### config.mk
export PLATFORM = sky130hd
export DESIGN_NAME = heartbeat_reporter
export DESIGN_NICKNAME = d
export VERILOG_FILES = /design/src/rtl/heartbeat_pkg.sv /design/src/rtl/bin2bcd_seq.sv /design/src/rtl/heartbeat_reporter.sv
export SDC_FILE = /design/constraint.sdc
export NUM_CORES = 1
export LEC_CHECK = 0
export ABC_AREA = 1
export CAP_MARGIN = 10
export CELL_PAD_IN_SITES_DETAIL_PLACEMENT = 2
export CELL_PAD_IN_SITES_GLOBAL_PLACEMENT = 2
export CORE_ASPECT_RATIO = 0.8
export CORE_MARGIN = 10
export CORE_UTILIZATION = 33
export CTS_CLUSTER_SIZE = 25
export DETAILED_ROUTE_END_ITERATION = 10
export PLACE_DENSITY_LB_ADDON = 0.1
export SYNTH_ARGS = -nofsm -noshare
export SYNTH_HDL_FRONTEND = slang
export SYNTH_SLANG_ARGS = --single-unit
### constraint.sdc
create_clock -name clk -period 4.23 [get_ports clk]
set_input_delay 1.0575 -clock clk [delete_from_list [all_inputs] [get_ports clk]]
set_output_delay 1.0575 -clock clk [all_outputs]
set_load 0.01 [all_outputs]
### src/rtl/heartbeat_pkg.sv
// heartbeat_pkg: shared state type, ASCII constants and line-field offsets for heartbeat_reporter.
package heartbeat_pkg;

   typedef enum logic [1:0] {IDLE, CONV, EMIT} hb_state_e;

   localparam logic [7:0] ASC_SP   = 8'h20;
   localparam logic [7:0] ASC_DASH = 8'h2D;
   localparam logic [7:0] ASC_BANG = 8'h21;
   localparam logic [7:0] ASC_LF   = 8'h0A;
   localparam logic [7:0] ASC_0    = 8'h30;

   // Byte offsets counted from the end of the digit field; the message starts at F_MSG.
   localparam int F_SP0  = 0;
   localparam int F_DASH = 1;
   localparam int F_SP1  = 2;
   localparam int F_MSG  = 3;
   // Fixed bytes per line besides digits and message: " - " plus '!' plus LF.
   localparam int F_TAIL = 5;

   function automatic longint pow10(input int n);
      longint r = 1;
      for (int i = 0; i < n; i++) r = r * 10;
      return r;
   endfunction

endpackage

### src/rtl/bin2bcd_seq.sv
// bin2bcd_seq: sequential double-dabble converter, one shift per clock.
//   start_i : load bin_i (starts a conversion, CNT_W shift cycles follow)
//   busy_o  : shifts still pending
//   done_o  : bcd_o holds the result of the last conversion
//   bcd_o   : DIGITS BCD nibbles, least significant digit in [3:0]
module bin2bcd_seq #(
   parameter int CNT_W  = 32,
   parameter int DIGITS = 8
) (
   input  logic                  clk,
   input  logic                  rst_n,
   input  logic                  start_i,
   input  logic [CNT_W-1:0]      bin_i,
   output logic                  busy_o,
   output logic                  done_o,
   output logic [4*DIGITS-1:0]   bcd_o
);

   localparam int SW = $clog2(CNT_W + 1);

   logic [CNT_W-1:0]    bin_q, bin_d;
   logic [4*DIGITS-1:0] bcd_q, bcd_d, adj;
   logic [SW-1:0]       sft_q, sft_d;
   logic                done_q, done_d;

   always_comb begin
      adj = bcd_q;
      for (int i = 0; i < DIGITS; i++)
         adj[4*i +: 4] = (bcd_q[4*i +: 4] >= 4'd5) ? bcd_q[4*i +: 4] + 4'd3 : bcd_q[4*i +: 4];
      bin_d  = bin_q;
      bcd_d  = bcd_q;
      sft_d  = sft_q;
      done_d = done_q;
      if (start_i) begin
         bin_d  = bin_i;
         bcd_d  = '0;
         sft_d  = SW'(CNT_W);
         done_d = 1'b0;
      end else if (sft_q != '0) begin
         // Digits beyond DIGITS are shifted out; the caller guarantees the value fits.
         bcd_d  = {adj[4*DIGITS-2:0], bin_q[CNT_W-1]};
         bin_d  = bin_q << 1;
         sft_d  = sft_q - SW'(1);
         done_d = (sft_q == SW'(1));
      end
   end

   always_ff @(posedge clk or negedge rst_n) begin
      if (!rst_n) begin
         bin_q  <= '0;
         bcd_q  <= '0;
         sft_q  <= '0;
         done_q <= 1'b0;
      end else begin
         bin_q  <= bin_d;
         bcd_q  <= bcd_d;
         sft_q  <= sft_d;
         done_q <= done_d;
      end
   end

   assign busy_o = (sft_q != '0);
   assign done_o = done_q;
   assign bcd_o  = bcd_q;

endmodule

### src/rtl/heartbeat_reporter.sv
// heartbeat_reporter: cycle counter that streams "<count> - <msg>!\n" every PERIOD counts.
//   en                         : count enable (emission continues while low)
//   msg_data/msg_len           : message bytes (byte 0 first) and length, sampled on each event
//   out_valid/out_ready        : byte stream handshake; out_data is the byte, out_last marks LF
//   overrun                    : sticky, an event arrived while a line was still in progress
//   done                       : LIMIT reached and the final line has drained
//   cnt                        : current cycle count
module heartbeat_reporter
   import heartbeat_pkg::*;
#(
   parameter int PERIOD  = 200000,
   parameter int LIMIT   = 1000000,
   parameter int DIGITS  = 8,
   parameter int MSG_LEN = 16,
   parameter int CNT_W   = 32
) (
   input  logic                         clk,
   input  logic                         rst_n,
   input  logic                         en,
   input  logic [8*MSG_LEN-1:0]         msg_data,
   input  logic [$clog2(MSG_LEN+1)-1:0] msg_len,
   output logic                         out_valid,
   input  logic                         out_ready,
   output logic [7:0]                   out_data,
   output logic                         out_last,
   output logic                         overrun,
   output logic                         done,
   output logic [CNT_W-1:0]             cnt
);

   localparam int LW = $clog2(MSG_LEN + 1);
   localparam int IW = $clog2(DIGITS + F_TAIL + MSG_LEN + 1);

   if (PERIOD < 1) begin : g_bad_period
      $error("heartbeat_reporter: PERIOD must be >= 1");
   end
   if (longint'(LIMIT) >= pow10(DIGITS)) begin : g_bad_limit
      $error("heartbeat_reporter: LIMIT does not fit in DIGITS decimal digits");
   end

   hb_state_e            state_q, state_d;
   logic [CNT_W-1:0]     cnt_q, per_q;
   logic [IW-1:0]        idx_q, idx_d;
   logic [8*MSG_LEN-1:0] msg_q, msg_d;
   logic [LW-1:0]        len_q, len_d;
   logic                 ovr_q;

   logic                 inc, evt, start;
   logic                 bcd_busy, bcd_done;
   logic [4*DIGITS-1:0]  bcd, hi;
   logic [IW-1:0]        col, mi, bang_i;
   logic [3:0]           digit;
   logic                 blank;
   logic [7:0]           mbyte, byte_c;

   bin2bcd_seq #(.CNT_W(CNT_W), .DIGITS(DIGITS)) u_bcd (
      .clk     (clk),
      .rst_n   (rst_n),
      .start_i (start),
      .bin_i   (cnt_q + CNT_W'(1)),
      .busy_o  (bcd_busy),
      .done_o  (bcd_done),
      .bcd_o   (bcd)
   );

   always_comb begin
      inc   = en && (cnt_q < CNT_W'(LIMIT));
      // The event edge is the one on which cnt becomes a multiple of PERIOD.
      evt   = inc && (per_q == CNT_W'(PERIOD - 1));
      start = evt && (state_q == IDLE);
      // Column idx shows nibble DIGITS-1-idx; it is blank when it and every higher nibble are zero.
      col    = IW'(DIGITS - 1) - idx_q;
      hi     = bcd >> {col, 2'b00};
      digit  = 4'(hi);
      blank  = (hi == '0) && (idx_q != IW'(DIGITS - 1));
      mi     = idx_q - IW'(DIGITS + F_MSG);
      mbyte  = 8'(msg_q >> {mi, 3'b000});
      bang_i = IW'(DIGITS + F_MSG) + IW'(len_q);
      byte_c = (idx_q < IW'(DIGITS))                                      ? (blank ? ASC_SP : ASC_0 + {4'h0, digit}) :
               (idx_q == IW'(DIGITS + F_SP0) || idx_q == IW'(DIGITS + F_SP1)) ? ASC_SP :
               (idx_q == IW'(DIGITS + F_DASH))                            ? ASC_DASH :
               (idx_q < bang_i)                                           ? mbyte :
               (idx_q == bang_i)                                          ? ASC_BANG : ASC_LF;
      out_valid = (state_q == EMIT);
      out_data  = out_valid ? byte_c : 8'h00;
      out_last  = out_valid && (idx_q == bang_i + IW'(1));
      done      = (cnt_q == CNT_W'(LIMIT)) && (state_q == IDLE);
      overrun   = ovr_q;
      cnt       = cnt_q;
   end

   always_comb begin
      state_d = state_q;
      idx_d   = idx_q;
      msg_d   = msg_q;
      len_d   = len_q;
      if (start) begin
         state_d = CONV;
         msg_d   = msg_data;
         len_d   = (msg_len > LW'(MSG_LEN)) ? LW'(MSG_LEN) : msg_len;
      end else if (state_q == CONV && !bcd_busy && bcd_done) begin
         state_d = EMIT;
         idx_d   = '0;
      end else if (state_q == EMIT && out_ready) begin
         state_d = out_last ? IDLE : EMIT;
         idx_d   = idx_q + IW'(1);
      end
   end

   always_ff @(posedge clk or negedge rst_n) begin
      if (!rst_n) begin
         state_q <= IDLE;
         cnt_q   <= '0;
         per_q   <= '0;
         idx_q   <= '0;
         msg_q   <= '0;
         len_q   <= '0;
         ovr_q   <= 1'b0;
      end else begin
         state_q <= state_d;
         cnt_q   <= inc ? cnt_q + CNT_W'(1) : cnt_q;
         per_q   <= !inc ? per_q : evt ? '0 : per_q + CNT_W'(1);
         idx_q   <= idx_d;
         msg_q   <= msg_d;
         len_q   <= len_d;
         ovr_q   <= ovr_q | (evt && state_q != IDLE);
      end
   end

endmodule
; Word-level counts from Yosys, hierarchy flattened
; Index checks and enable logic that the tools add are counted.
[totals]
reg_bits = 276
elab_cells = 106
inputBits = 137
[classes]
add_sub_neg = 17
mux = 31
shift = 2
n_bitwise = 2
reduce_logical = 20
magnitude_cmp = 12
n_eq_ne = 11
[op_table]
columns = op, count
row1 = $mux W32, 5
row2 = $shr A128 B8 Y8, 1
row3 = $add A32 B1 Y32 const B, 2
row4 = $mux W8, 5
row5 = $eq A32 B18 Y1 const B, 1
row6 = $eq A32 B20 Y1 const B, 1
row7 = $ge A4 B3 Y1 const B, 8
row8 = $logic_not A32 Y1, 1
row9 = $lt A32 B20 Y1 const B, 1
row10 = $shr A32 B7 Y32, 1
row11 = $add A4 B2 Y4 const B, 7
row12 = $mux W4, 7
row13 = $mux W6, 3
row14 = $eq A5 B4 Y1 const B, 3
row15 = $mux W5, 3
row16 = $add A5 B1 Y5 const B, 2
row17 = $eq A5 B5 Y1, 2
row18 = $logic_and A1 B1 Y1, 10
row19 = $mux W2, 4
row20 = $add A6 B4 Y7 const A, 1
row21 = $mux W7, 1
row22 = $eq A6 B1 Y1 const B, 1
row23 = $reduce_bool A2 Y1, 3
row24 = $reduce_bool A6 Y1, 1
row25 = other kinds (20), 21

; Logic depth before layout (Yosys ltp)
; Gate-level depths: netlist (run 1).
[depth]
depth_word = 8
mapped_depth = 20
depth_no_buf = 19

; By module
; From an unflattened synthesis (run 1), not the netlist that was laid out.
[hier_totals]
hier_cells = 2172
hier_area_um2 = 15726.3
[by_module_without_submodules]
columns = module, seq_area_each_um2, area_each_um2, n_inst, cells_per_inst
row1 = heartbeat_reporter, 5129.9, 11916.4, 1, 1679
row2 = bin2bcd_seq, 1776.7, 3809.9, 1, 493

; Worst setup path before layout (run 1)
; Ideal clock, no wire load.
[synth_path]
path_type = flip-flop to output port
start = register idx_q[0]
end = output out_data[7]
n_path_buf = 7
path_slack_ps = 421
stages_incl_launch_ff = 15
t_arrival_ps = 2752
required_ps = 3173
path_cell_list = dfrtp_1 buf_2 inv_2 buf_2 buf_2 buf_2 ha_1 buf_2 inv_1 buf_2 clkbuf_1 a21oi_1 a221oi_1 o21ai_0 a21oi_1
[synth_via]
elab_chain_cells = 7
[synth_rtl]
columns = element, line
row1 = "start, declared", heartbeat_reporter.sv:43  ; logic [IW-1:0] idx_q, idx_d;
row2 = "start signal, assigned", heartbeat_reporter.sv:123  ; idx_q <= idx_d;
row3 = $sub A5 B4 Y5, heartbeat_reporter.sv:76  ; mi = idx_q - IW'(DIGITS + F_MSG);
row4 = $shr A128 B8 Y8, heartbeat_reporter.sv:77  ; mbyte = 8'(msg_q >> {mi, 3'b000});
row5 = $mux W8, heartbeat_reporter.sv:82  ; (idx_q < bang_i) ? mbyte :
row6 = $mux W8, heartbeat_reporter.sv:81  ; (idx_q == IW'(DIGITS + F_DASH)) ? ASC_DASH :
row7 = $mux W8, heartbeat_reporter.sv:80  ; (idx_q == IW'(DIGITS + F_SP0) || idx_q == IW'(DIGITS + F_SP1)) ? ASC_SP :
row8 = $mux W8 *, heartbeat_reporter.sv:79  ; byte_c = (idx_q < IW'(DIGITS)) ? (blank ? ASC_SP : ASC_0 + {4'h0, digit}) :
row9 = $mux W8 *, heartbeat_reporter.sv:85  ; out_data = out_valid ? byte_c : 8'h00;
row10 = "end, declared", heartbeat_reporter.sv:24  ; output logic [7:0] out_data,
; Mark *: on every way between the ends. The rest lies on a longest branch, timed or not.

; Worst setup path in the final report (run 1)
[layout_path]
start = register len_q[1]
end = output out_data[7]
[layout_via]
elab_chain_cells = 7
[layout_rtl]
columns = element, line
row1 = "start, declared", heartbeat_reporter.sv:45  ; logic [LW-1:0] len_q, len_d;
row2 = "start signal, assigned", heartbeat_reporter.sv:125  ; len_q <= len_d;
row3 = $add A4 B5 Y5, heartbeat_reporter.sv:78  ; bang_i = IW'(DIGITS + F_MSG) + IW'(len_q);
row4 = $lt A5 B5 Y1, heartbeat_reporter.sv:82
row5 = $mux W8, heartbeat_reporter.sv:82
row6 = $mux W8, heartbeat_reporter.sv:81
row7 = $mux W8, heartbeat_reporter.sv:80
row8 = $mux W8, heartbeat_reporter.sv:79
row9 = $mux W8, heartbeat_reporter.sv:85
; No other way between the ends.

==> results of run 1 <==
==> repair_timing <==
| action | CTS | global route |
|---|---|---|
| hold endpoints to repair | 0 | 0 |
| buffers inserted | 4 | 4 |
| gates resized for setup | 34 | 23 |
| setup endpoints to repair | 8 | 8 |
| pin swaps | 2 | 4 |
==> how the worst max path moves through the flow <==
stage | startpoint | to | slack (ns)
final | len_q[1] | out_data[7] | 0.15
after global routing | len_q[1] | out_data[7] | -0.03
after CTS | len_q[0] | out_data[7] | 0.003
after detailed placement | len_q[0] | out_data[7] | -0.04
after global placement | len_q[0] | out_data[6] | 0.11
after floorplan | idx_q[0] | out_data[7] | 0.42
==> cells in the final DEF, fill, tap and decap left out, types with 4 or more instances in the layout <==
cell type / netlist / layout
clkinv_2: 0 / 7
inv_1: 285 / 280
dfrtp_1: 276 / 274
a22oi_1: 5 / 5
nor3_2: 3 / 4
buf_4: 7 / 46
o211ai_2: 8 / 8
buf_2: 35 / 5
o221ai_2: 4 / 4
nand3_1: 151 / 149
nand4_1: 35 / 35
o22ai_1: 4 / 4
inv_2: 16 / 19
o21ai_0: 184 / 183
o211ai_1: 4 / 4
nand3_2: 13 / 14
nand2_1: 542 / 539
nor3_1: 26 / 25
clkbuf_1: 55 / 5
o221ai_1: 7 / 7
o21ai_1: 71 / 71
xnor2_1: 10 / 10
buf_12: 0 / 5
ha_1: 33 / 30
clkbuf_8: 0 / 5
a21oi_1: 71 / 70
clkdlybuf4s50_1: 0 / 171
nor2_1: 169 / 168
nor4_1: 13 / 13
clkbuf_16: 0 / 35
a221oi_1: 4 / 4
xor2_1: 49 / 48
==> worst max-delay path: stages (launching register included) <==
cell	delay [ns]
dfrtp_1	0.39
inv_2	0.07
ha_4	0.15
inv_1	0.08
nand2_2	0.08
nand2_4	0.10
xor2_4	0.19
ha_4	0.23
nand2_1	0.08
nor2_1	0.06
nand2_1	0.07
nand3_2	0.10
nor2_1	0.10
buf_4	0.15
nand4_1	0.11
buf_4	0.20
a21oi_1	0.15
buf_2	0.18
==> sequential cells by signal (all words and copies together) (netlist names), 5 cells and up <==
name / flops
idx_q: 5
u_bcd.sft_q: 6
len_q: 5
cnt: 32
u_bcd.bin_q: 32
per_q: 32
u_bcd.bcd_o: 32
msg_q: 128
==> per-stage QoR <==
| stage | power (mW) | setup TNS (ns) | worst slack [ns] | hold slack, ns |
|---|---|---|---|---|
| after floorplan | 4.40 | 0 | 0.421 | 0.448 |
| after global placement | 5.79 | 0 | 0.110 | 0.386 |
| after detailed placement | 5.85 | -0.0567 | -0.0421 | 0.392 |
| after CTS | 8.88 | 0 | 0.00251 | 0.405 |
| after global routing | 9.31 | -0.0316 | -0.0316 | 0.423 |
| final | 8.80 | 0 | 0.151 | 0.399 |
==> cells by family after synthesis <==
group / Yosys count / synth area share (%)
xor+xnor: 59 / 3.27
fa+ha+maj: 33 / 2.61
compound gates: 371 / 13.0
buf+inv: 419 / 11.0
flops: 276 / 43.7
simple gates: 969 / 26.5
==> per-layer routing <==
metal / track usage, % / wire length, um / up-vias
li1: - / - / 7093
met1: 28.9 / 29000 / 7452
met2: 33.0 / 26900 / 244
met3: 3.00 / 2270 / 56
met4: 5.49 / 1250 / 0
met5: 0 / 0 / -
==> power by group through the flow <==
stage                     combinational [mW]  clock [mW]  sequential (mW)
after CTS                               3.15        3.04             2.69
after floorplan                         1.66           0             2.73
after detailed placement                3.11           0             2.74
final                                   3.17        2.94             2.69
after global routing                    3.48        3.14             2.69
after global placement                  3.06           0             2.73
==> cell type report <==
class | count | share of cell area [%]
repair buffers | 233 | 11.6
clock inverters | 12 | 0.611
well taps | 620 | 3.99
clock buffers | 45 | 4.95
inverters | 305 | 5.96
flip-flops and latches | 276 | 35.5
multi-input cells | 1432 | 37.4
==> impl_results.md, run 1 <==
- Sequential Power Share: 30.6%
- Inst Count DP: 2,858
- N_diodes: 0
- CP startpoint kind: flop
- Final Setup Violations: 0
- Slew HR: 28.5%
- Yosys cell types: 50
- PortBufs: 180
- RSZ-0062 raised after global routing: yes
- Largest area contributor in the netlist: dfrtp_1
- CTS tree: yes
- Min-Delay Path Class: reg -> reg
- CTS Hold Buffers Added: 0
- R2R cell count: 10
- Final Util: 41.2%
- Worst r2r dst: idx_q[4]
- Clk_lat worst skew: 0.54 ns
- CTS max path bufs: 3
- Via count of the first global-routing pass: 16,200
- DRT Wirelength: 59,500 um
- Tot GR Track Use: 20.7%
- Crit path DAT: 3.02 ns
- Post-DRT Antenna Nets: 0
- Worst reg2reg setup slack: 1.27 ns
- Worst VDD drop: 285 uV
- Comb power frac: 36.0%
- Io pins: 181
- H-tree levels: 2
- Worst EP required: 3.17 ns
- Switching power: 3.41 mW
- DP HPWL: 43,400 um
- Ys Warns: 0
- Pint: 5.40 mW
- Worst Min Path Start: cnt[22]
- Hold Crit Depth: 0
- Finished layout cell area: 0.0194 mm2
- Sink Count: 276
- Sequential share of the synthesized area: 43.7%
- Post-synth ARST share: 100%
- Crit Path Class: reg -> out
- Period minus WS final: 4.08 ns
- Max-slew violation count: 0
- Yosys reg bits: 276
- Num CTS Buffers: 35
- Clock share of power: 33.4%
- Register area: 0.00691 mm2
- Setup crit end kind: output port
- Placer Congestion: 0.838
- Placed Area: 0.0182 mm2
- Detail-routed via count per cell: 5.08
- Die H: 216 um
- Wire per inst: 20.3 um
- Share of the synthesized area in the top cell type: 43.7%
- Cells after Synth: 2,127
- CP Max Fanout: 5
- Die ar.: 0.0571 mm2
- Die W: 265 um
- Initial Utilization: 33.5%
- Synthesis-to-layout area growth: 23.0%
- Peak Freq: 245 MHz
- Pwr per Cell Area: 453 mW/mm2
- Total grt overflow: 0
- Core area: 0.0472 mm2
- Synth top cells by count: 542 x nand2_1, 285 x inv_1, 276 x dfrtp_1, 184 x o21ai_0, 169 x nor2_1
- Non-filler cells, final: 2,923
- Hold Vio Cnt, Final: 0
- Fin nets: 2,453
- Ys flop type: dfrtp_1
- Initial antenna violation count: 0
- TritonRoute pass-1 iters: 5
- Status: complete, no violations
- Sw frac: 38.7%
- Max-cap violations: 0
- Drt drc: 0
- Largest net degree at the start of global routing: 120
- Clock transition at path regs: 0.06 ns
- First-pass GRT wire length: 94,700 um
- CTS root buffer: clkbuf_16
- Hold path endpoint: cnt[22]
- Post-Syn Area per Cell: 7.43 um2
- Fraction of layout cells with a size suffix above 1: 8.38%
- Initial drt markers: 814
- FF-to-FF Start: u_bcd.sft_q[0]
- Pleak: 9.55 nW
- Period utilization: 96.4%
- Post-synth EDFFs: 0
- Fillers: 5,412
- Slew @ Worst Pin: 1.07 ns
- Number of core rows: 71
- Cell area after synthesis: 0.0158 mm2
- Routed vias: 14,800
- Multi-input logic area: 0.00727 mm2
- Top area cells in the synthesized netlist: dfrtp_1 44%, nand2_1 13%, inv_1 6.8%
- Net Count, Synth: 2,297
- Leading cell type by number of instances after synthesis: nand2_1
- Setup Skew: 0.0182 ns
No activity file was read; power rests on OpenSTA's default activity.
==> run 2: changes to the inputs <==
--- a/config.mk
+++ b/config.mk
@@ -6,14 +6,14 @@
 export NUM_CORES = 1
 export LEC_CHECK = 0
 export ABC_AREA = 1
-export CAP_MARGIN = 10
+export CAP_MARGIN = 40
 export CELL_PAD_IN_SITES_DETAIL_PLACEMENT = 2
 export CELL_PAD_IN_SITES_GLOBAL_PLACEMENT = 2
 export CORE_ASPECT_RATIO = 0.8
-export CORE_MARGIN = 10
 export CORE_UTILIZATION = 33
 export CTS_CLUSTER_SIZE = 25
 export DETAILED_ROUTE_END_ITERATION = 10
+export MAX_ROUTING_LAYER = met4
 export PLACE_DENSITY_LB_ADDON = 0.1
 export SYNTH_ARGS = -nofsm -noshare
 export SYNTH_HDL_FRONTEND = slang
==> run 2 against run 1 <==
The run now ends with DRC left. Cell count is essentially flat. Register-to-register slack improved by 0.23 ns. Sequential cell count unchanged. Clock power is 4% lower. Global-route usage is 4.0 points higher. Core utilization grew 0.095 points. Wire length down 2.3%. Critical endpoint is now out_data[3]. Largest power group unchanged. Highest routed layer unchanged.
==> impl_results.md, run 2 (synthesis results as in run 1) <==
- Status: finished, violations left
- Failing checks: DRC
- Largest Register: msg_q
- Final Setup Violations: 0
- Number of core rows: 71
- CTS max path bufs: 3
- CP max-delay cell: dfrtp_1
- RSZ-0062 raised after global routing: yes
- Die ar.: 0.0488 mm2
- Period minus WS final: 4.17 ns
- PortBufs: 180
- Num CTS Buffers: 31
- First-pass GRT wire length: 91,900 um
- Worst VDD drop: 309 uV
- CTS tree: yes
- Hold Crit Depth: 0
- Slew @ Worst Pin: 0.839 ns
- Synthesis-to-layout area growth: 23.3%
- CP dominant cell by count: nand2_1
- Crit Path Class: reg -> out
- Clock transition at path regs: 0.07 ns
- Max-cap violations: 0
- CP startpoint kind: flop
- Crit path DAT: 3.11 ns
- Drt drc: 25
- Initial antenna violation count: 4
- Fin nets: 2,445
- Die H: 198 um
- Min-Delay Path Class: reg -> reg
- Largest net degree at the start of global routing: 98
- Fillers: 5,453
- Initial drt markers: 696
- DRT Wirelength: 58,100 um
- Sink Count: 276
- Sequential Power Share: 31.4%
- Pleak: 9.53 nW
- Pint: 5.30 mW
- Initial Utilization: 33.5%
- Crit path largest cell delay: 0.40 ns
- Fraction of layout cells with a size suffix above 1: 8.75%
- Die W: 247 um
- Post-DRT Antenna Nets: 0
- Setup Skew: 0.0123 ns
- Setup crit end kind: output port
- Max-slew violation count: 0
- CP Depth: 19
- DP HPWL: 41,700 um
- CTS root buffer: clkbuf_16
- Peak Freq: 240 MHz
- Largest register FFs: 128
- Final Util: 41.3%
- Pwr per Cell Area: 441 mW/mm2
- CP cell instances: inv_2 > ha_4 > inv_2 > nand2_2 > nand2_4 > xor2_4 > ha_4 > nand2_2 > or2_4 > nand3_4 > inv_1 > nand2_1 > nand2_1 > nand2_1 > nand2_1 > nand2_1 > nand2_1 > nor2_2 > buf_2
- Worst Path Buf+Inv: 4
- Via count of the first global-routing pass: 16,300
- Clock share of power: 32.9%
- TritonRoute pass-1 iters: 8
- Sw frac: 38.4%
- H-tree levels: 1
- Slew HR: 43.8%
- Routed vias: 14,900
- Detail-routed via count per cell: 5.11
- Largest delay contributor family on the critical path: simple AND/OR/NAND/NOR gates
- Placer Congestion: 0.835
- CTS Hold Buffers Added: 0
- CP Max Fanout: 3
- Switching power: 3.30 mW
- Comb power frac: 35.7%
- Worst EP required: 3.17 ns
- R2R cell count: 9
- Wire per inst: 19.9 um
- Clk_lat worst skew: 0.60 ns
- Period utilization: 98.5%
- Most common cell after layout, fill and taps aside: nand2_1
- Core area: 0.0472 mm2
- Total grt overflow: 0
- Tot Pwr: 8.60 mW
- Io pins: 181
- Hold Vio Cnt, Final: 0
- Tot GR Track Use: 24.7%
- Most frequent cells in the layout: 537 x nand2_1, 281 x inv_1, 273 x dfrtp_1, 181 x o21ai_0, 171 x clkdlybuf4s50_1
==> run 2: changes by cell type in the layout (fill, tap and decap cells not counted), moves of 3 or more <==
cell	change
nor2_4	+3
a21oi_1	-6
clkbuf_16	-4
buf_12	+4
diode_2	+4
nor2_1	-5
buf_4	-6
a21oi_2	+5
==> run 2: worst paths after layout <==
path | startpoint | to | slack (ns)
hold reg to reg | cnt[24] | cnt[24] | 0.40
setup reg to reg | per_q[0] | u_bcd.bin_q[6] | 1.50
hold / removal | cnt[24] | cnt[24] | 0.40
min in group asynchronous | rst_n | msg_q[53] | 0.45
setup / recovery | len_q[0] | out_data[3] | 0.06
max in group asynchronous | rst_n | cnt[22] | 2.86
==> run 2: layer usage <==
metal	wire [um]	vias up	GRT usage [%]	part of all wire [%]
met5	0	-	-	0
met4	1570	0	6.65	2.7
met3	1970	75	2.78	3.4
met2	26700	231	39.1	46
met1	27800	7540	33.4	48
li1	-	7088	-	-
==> run 2: layout make-up <==
cell class	count	area, um2	area share (%)
multi-input combinational	1432	7350	37.7
sequential	276	6910	35.5
timing repair buffer	229	2260	11.6
inverter	305	1150	5.89
clock buffer	43	891	4.57
tap	620	776	3.98
clock inverter	12	145	0.745
antenna	4	10.0	0.0514
==> run 2: per-stage QoR <==
stage / worst slack [ns] / TNS, ns / hold WS, ns / cells / instance area (um2)
6_report: 0.0641 / 0 / 0.402 / 2921 / 19500
5_1_grt: -0.0697 / -0.173 / 0.409 / 2921 / 19500
4_1_cts: -0.00871 / -0.00871 / 0.405 / 2914 / 19400
3_5_place_dp: 0.0390 / 0 / 0.391 / 2855 / 18200
3_3_place_gp: 0.177 / 0 / 0.386 / 2855 / 18200
2_1_floorplan: 0.421 / 0 / 0.448 / 2127 / 15800
==> run 2: power by group through the flow <==
stage | Combinational, mW | Sequential [mW] | Clock [mW]
after global routing | 3.37 | 2.70 | 2.98
after global placement | 2.94 | 2.74 | 0
after floorplan | 1.66 | 2.73 | 0
after detailed placement | 3.02 | 2.74 | 0
final | 3.07 | 2.70 | 2.83
after CTS | 3.07 | 2.69 | 2.91
==> run 2: repair_timing <==
item	CTS	global route
resized for setup	47	28
setup buffers	4	3
setup endpoints to repair	9	9
pin swaps	4	8
==> run 2: worst register-to-register path, cell delays in order, from the launching register on <==
cell,delay [ns]
dfrtp_1,0.42
ha_1,0.21
nand3_1,0.25
nor2_2,0.26
nand2_1,0.10
nor3_2,0.70
nand3_2,0.13
buf_4,0.27
nand3_1,0.16
nand3_1,0.10
==> run 3: changes to the inputs <==
--- a/config.mk
+++ b/config.mk
@@ -15,6 +15,8 @@
 export DETAILED_ROUTE_END_ITERATION = 10
 export MAX_ROUTING_LAYER = met4
 export PLACE_DENSITY_LB_ADDON = 0.1
+export SKIP_CTS_REPAIR_TIMING = 1
+export SLEW_MARGIN = 40
 export SYNTH_ARGS = -nofsm -noshare
 export SYNTH_HDL_FRONTEND = slang
 export SYNTH_SLANG_ARGS = --single-unit
==> run 3 against run 2 <==
The flow finishes with violations (DRC, setup timing). Via count is 0.29% lower. Largest cell class unchanged. Sequential power hardly changed. Worst setup slack worse by 0.11 ns. Core utilization is 0.087 points lower. First-iteration DRC count is 9.9% higher. Combinational power hardly changed. Global-route usage is 0.058 points lower. Cell count hardly changed. Largest power group unchanged. Critical path type unchanged. Count of clock-buffer cells in the layout stayed put.
==> impl_results.md, run 3 (synthesis results as in run 1) <==
- Status: finished, violations left
- Failing checks: DRC, setup timing
- TritonRoute pass-1 iters: 9
- Post-DRT Antenna Nets: 0
- Clk_lat worst skew: 0.60 ns
- Wire per inst: 19.8 um
- Peak Freq: 234 MHz
- Total grt overflow: 0
- Slew @ Worst Pin: 0.752 ns
- Crit path largest cell delay: 0.44 ns
- Synthesis-to-layout area growth: 23.0%
- Tot Pwr: 8.57 mW
- First-pass GRT wire length: 91,900 um
- DRT Wirelength: 57,900 um
- CP cell instances: inv_2 > ha_4 > inv_2 > nand2_2 > nand2_2 > xor2_2 > ha_1 > nand2_2 > or2_4 > nand3_4 > nor2_4 > buf_6 > nand3_1 > a21oi_2 > nor2_1 > nor2_1 > buf_2
- Placer Congestion: 0.835
- Die W: 247 um
- Final Setup Violations: 5
- Pwr per Cell Area: 441 mW/mm2
- Largest net degree at the start of global routing: 98
- Largest register FFs: 128
- Num CTS Buffers: 31
- CTS max path bufs: 3
- Largest delay contributor family on the critical path: simple AND/OR/NAND/NOR gates
- Non-filler cells, final: 2,919
- Via count of the first global-routing pass: 16,200
- Die ar.: 0.0488 mm2
- Worst VDD drop: 310 uV
- CP max-delay cell: dfrtp_1
- Initial Utilization: 33.5%
- Crit Path Class: reg -> out
- Setup crit end kind: output port
- Hold Vio Cnt, Final: 0
- Worst EP required: 3.17 ns
- Setup Skew: 0.0125 ns
- Max-cap violations: 0
- Most frequent cells in the layout: 536 x nand2_1, 281 x inv_1, 274 x dfrtp_1, 181 x o21ai_0, 170 x clkdlybuf4s50_1
- Inst Count DP: 2,855
- H-tree levels: 1
- CTS root buffer: clkbuf_16
- PortBufs: 180
- Pleak: 9.61 nW
- Period utilization: 101%
- Final Util: 41.2%
- RSZ-0062 raised after global routing: yes
- CP Max Fanout: 4
- Total Neg Setup Slack: -0.0824 ns
- Initial drt markers: 765
- Largest Register: msg_q
- CP startpoint kind: flop
- Die H: 198 um
- Fin nets: 2,444
- Core area: 0.0472 mm2
- Tot GR Track Use: 24.6%
- Number of core rows: 71
- Worst Path Buf+Inv: 4
- CP dominant cell by count: nand2_2
- Clock transition at path regs: 0.07 ns
- Final worst slack: -0.0449 ns
- DP HPWL: 41,700 um
- Routed vias: 14,900
- Io pins: 181
- Slew HR: 49.7%
- Crit path DAT: 3.22 ns
- CTS tree: yes
- Min-Delay Path Class: reg -> reg
- Fraction of layout cells with a size suffix above 1: 8.32%
- Drt drc: 26
- Max-slew violation count: 0
- Initial antenna violation count: 3
- Period minus WS final: 4.27 ns
- Most common cell after layout, fill and taps aside: nand2_1
- Sink Count: 276
- Detail-routed via count per cell: 5.10
[run 3: changes by cell type in the layout (fill, tap and decap cells not counted), sizes merged]
cell and change:
clkdlybuf4s50 -1, diode -1, dlymetal6s2s +5, clkdlybuf4s15 -2, clkbuf +1, buf -4
[run 3: metrics by stage]
| step | hold WS [ns] | area [um2] | setup slack (ns) |
|---|---|---|---|
| floorplan | 0.448 | 15800 | 0.421 |
| global placement | 0.386 | 18200 | 0.177 |
| detailed placement | 0.391 | 18200 | 0.0390 |
| CTS | 0.405 | 19300 | -0.648 |
| global route | 0.409 | 19400 | -0.193 |
| finish | 0.402 | 19400 | -0.0449 |
[run 3: final timing paths]
path,slack [ns],startpoint,end,cells past startpoint
max,-0.04,len_q[0],out_data[4],17
min,0.40,cnt[24],cnt[24],0
min reg2reg,0.40,cnt[24],cnt[24],0
min in group asynchronous,0.46,rst_n,msg_q[53],1
max reg2reg,1.57,per_q[0],len_q[3],9
max in group asynchronous,2.86,rst_n,cnt[22],2
[run 3: area by class of cell]
class,count,area (um2)
Sequential cell,276,6910
Inverter,305,1150
Timing Repair Buffer,228,2280
Clock inverter,12,145
Multi-Input combinational cell,1432,7300
Antenna cell,3,7.51
Tap cell,620,776
Clock buffer,43,891
Fill cell,5475,27700
[run 3: power by group]
part	total, mW	switching [mW]	internal, mW
sequential	2.70	0.0320	2.66
combinational	3.05	2.06	0.981
clock	2.83	1.19	1.64
[run 3: routing by layer]
layer | share of wire, % | vias to the layer above | GRT usage (%)
met5 | 0 | - | -
met4 | 2.4 | 0 | 5.44
met3 | 3.5 | 83 | 2.66
met2 | 46 | 224 | 39.6
met1 | 48 | 7506 | 33.5
li1 | - | 7078 | -
[run 3: worst reg2reg max path, stage by stage, from the launching register on]
cell	delay, ns
dfrtp_1	0.42
ha_1	0.21
nand3_1	0.24
nor2_2	0.26
nand4_1	0.18
nor2_4	0.22
nand3_4	0.35
nor2_4	0.36
nand2_1	0.24
nand2_1	0.11
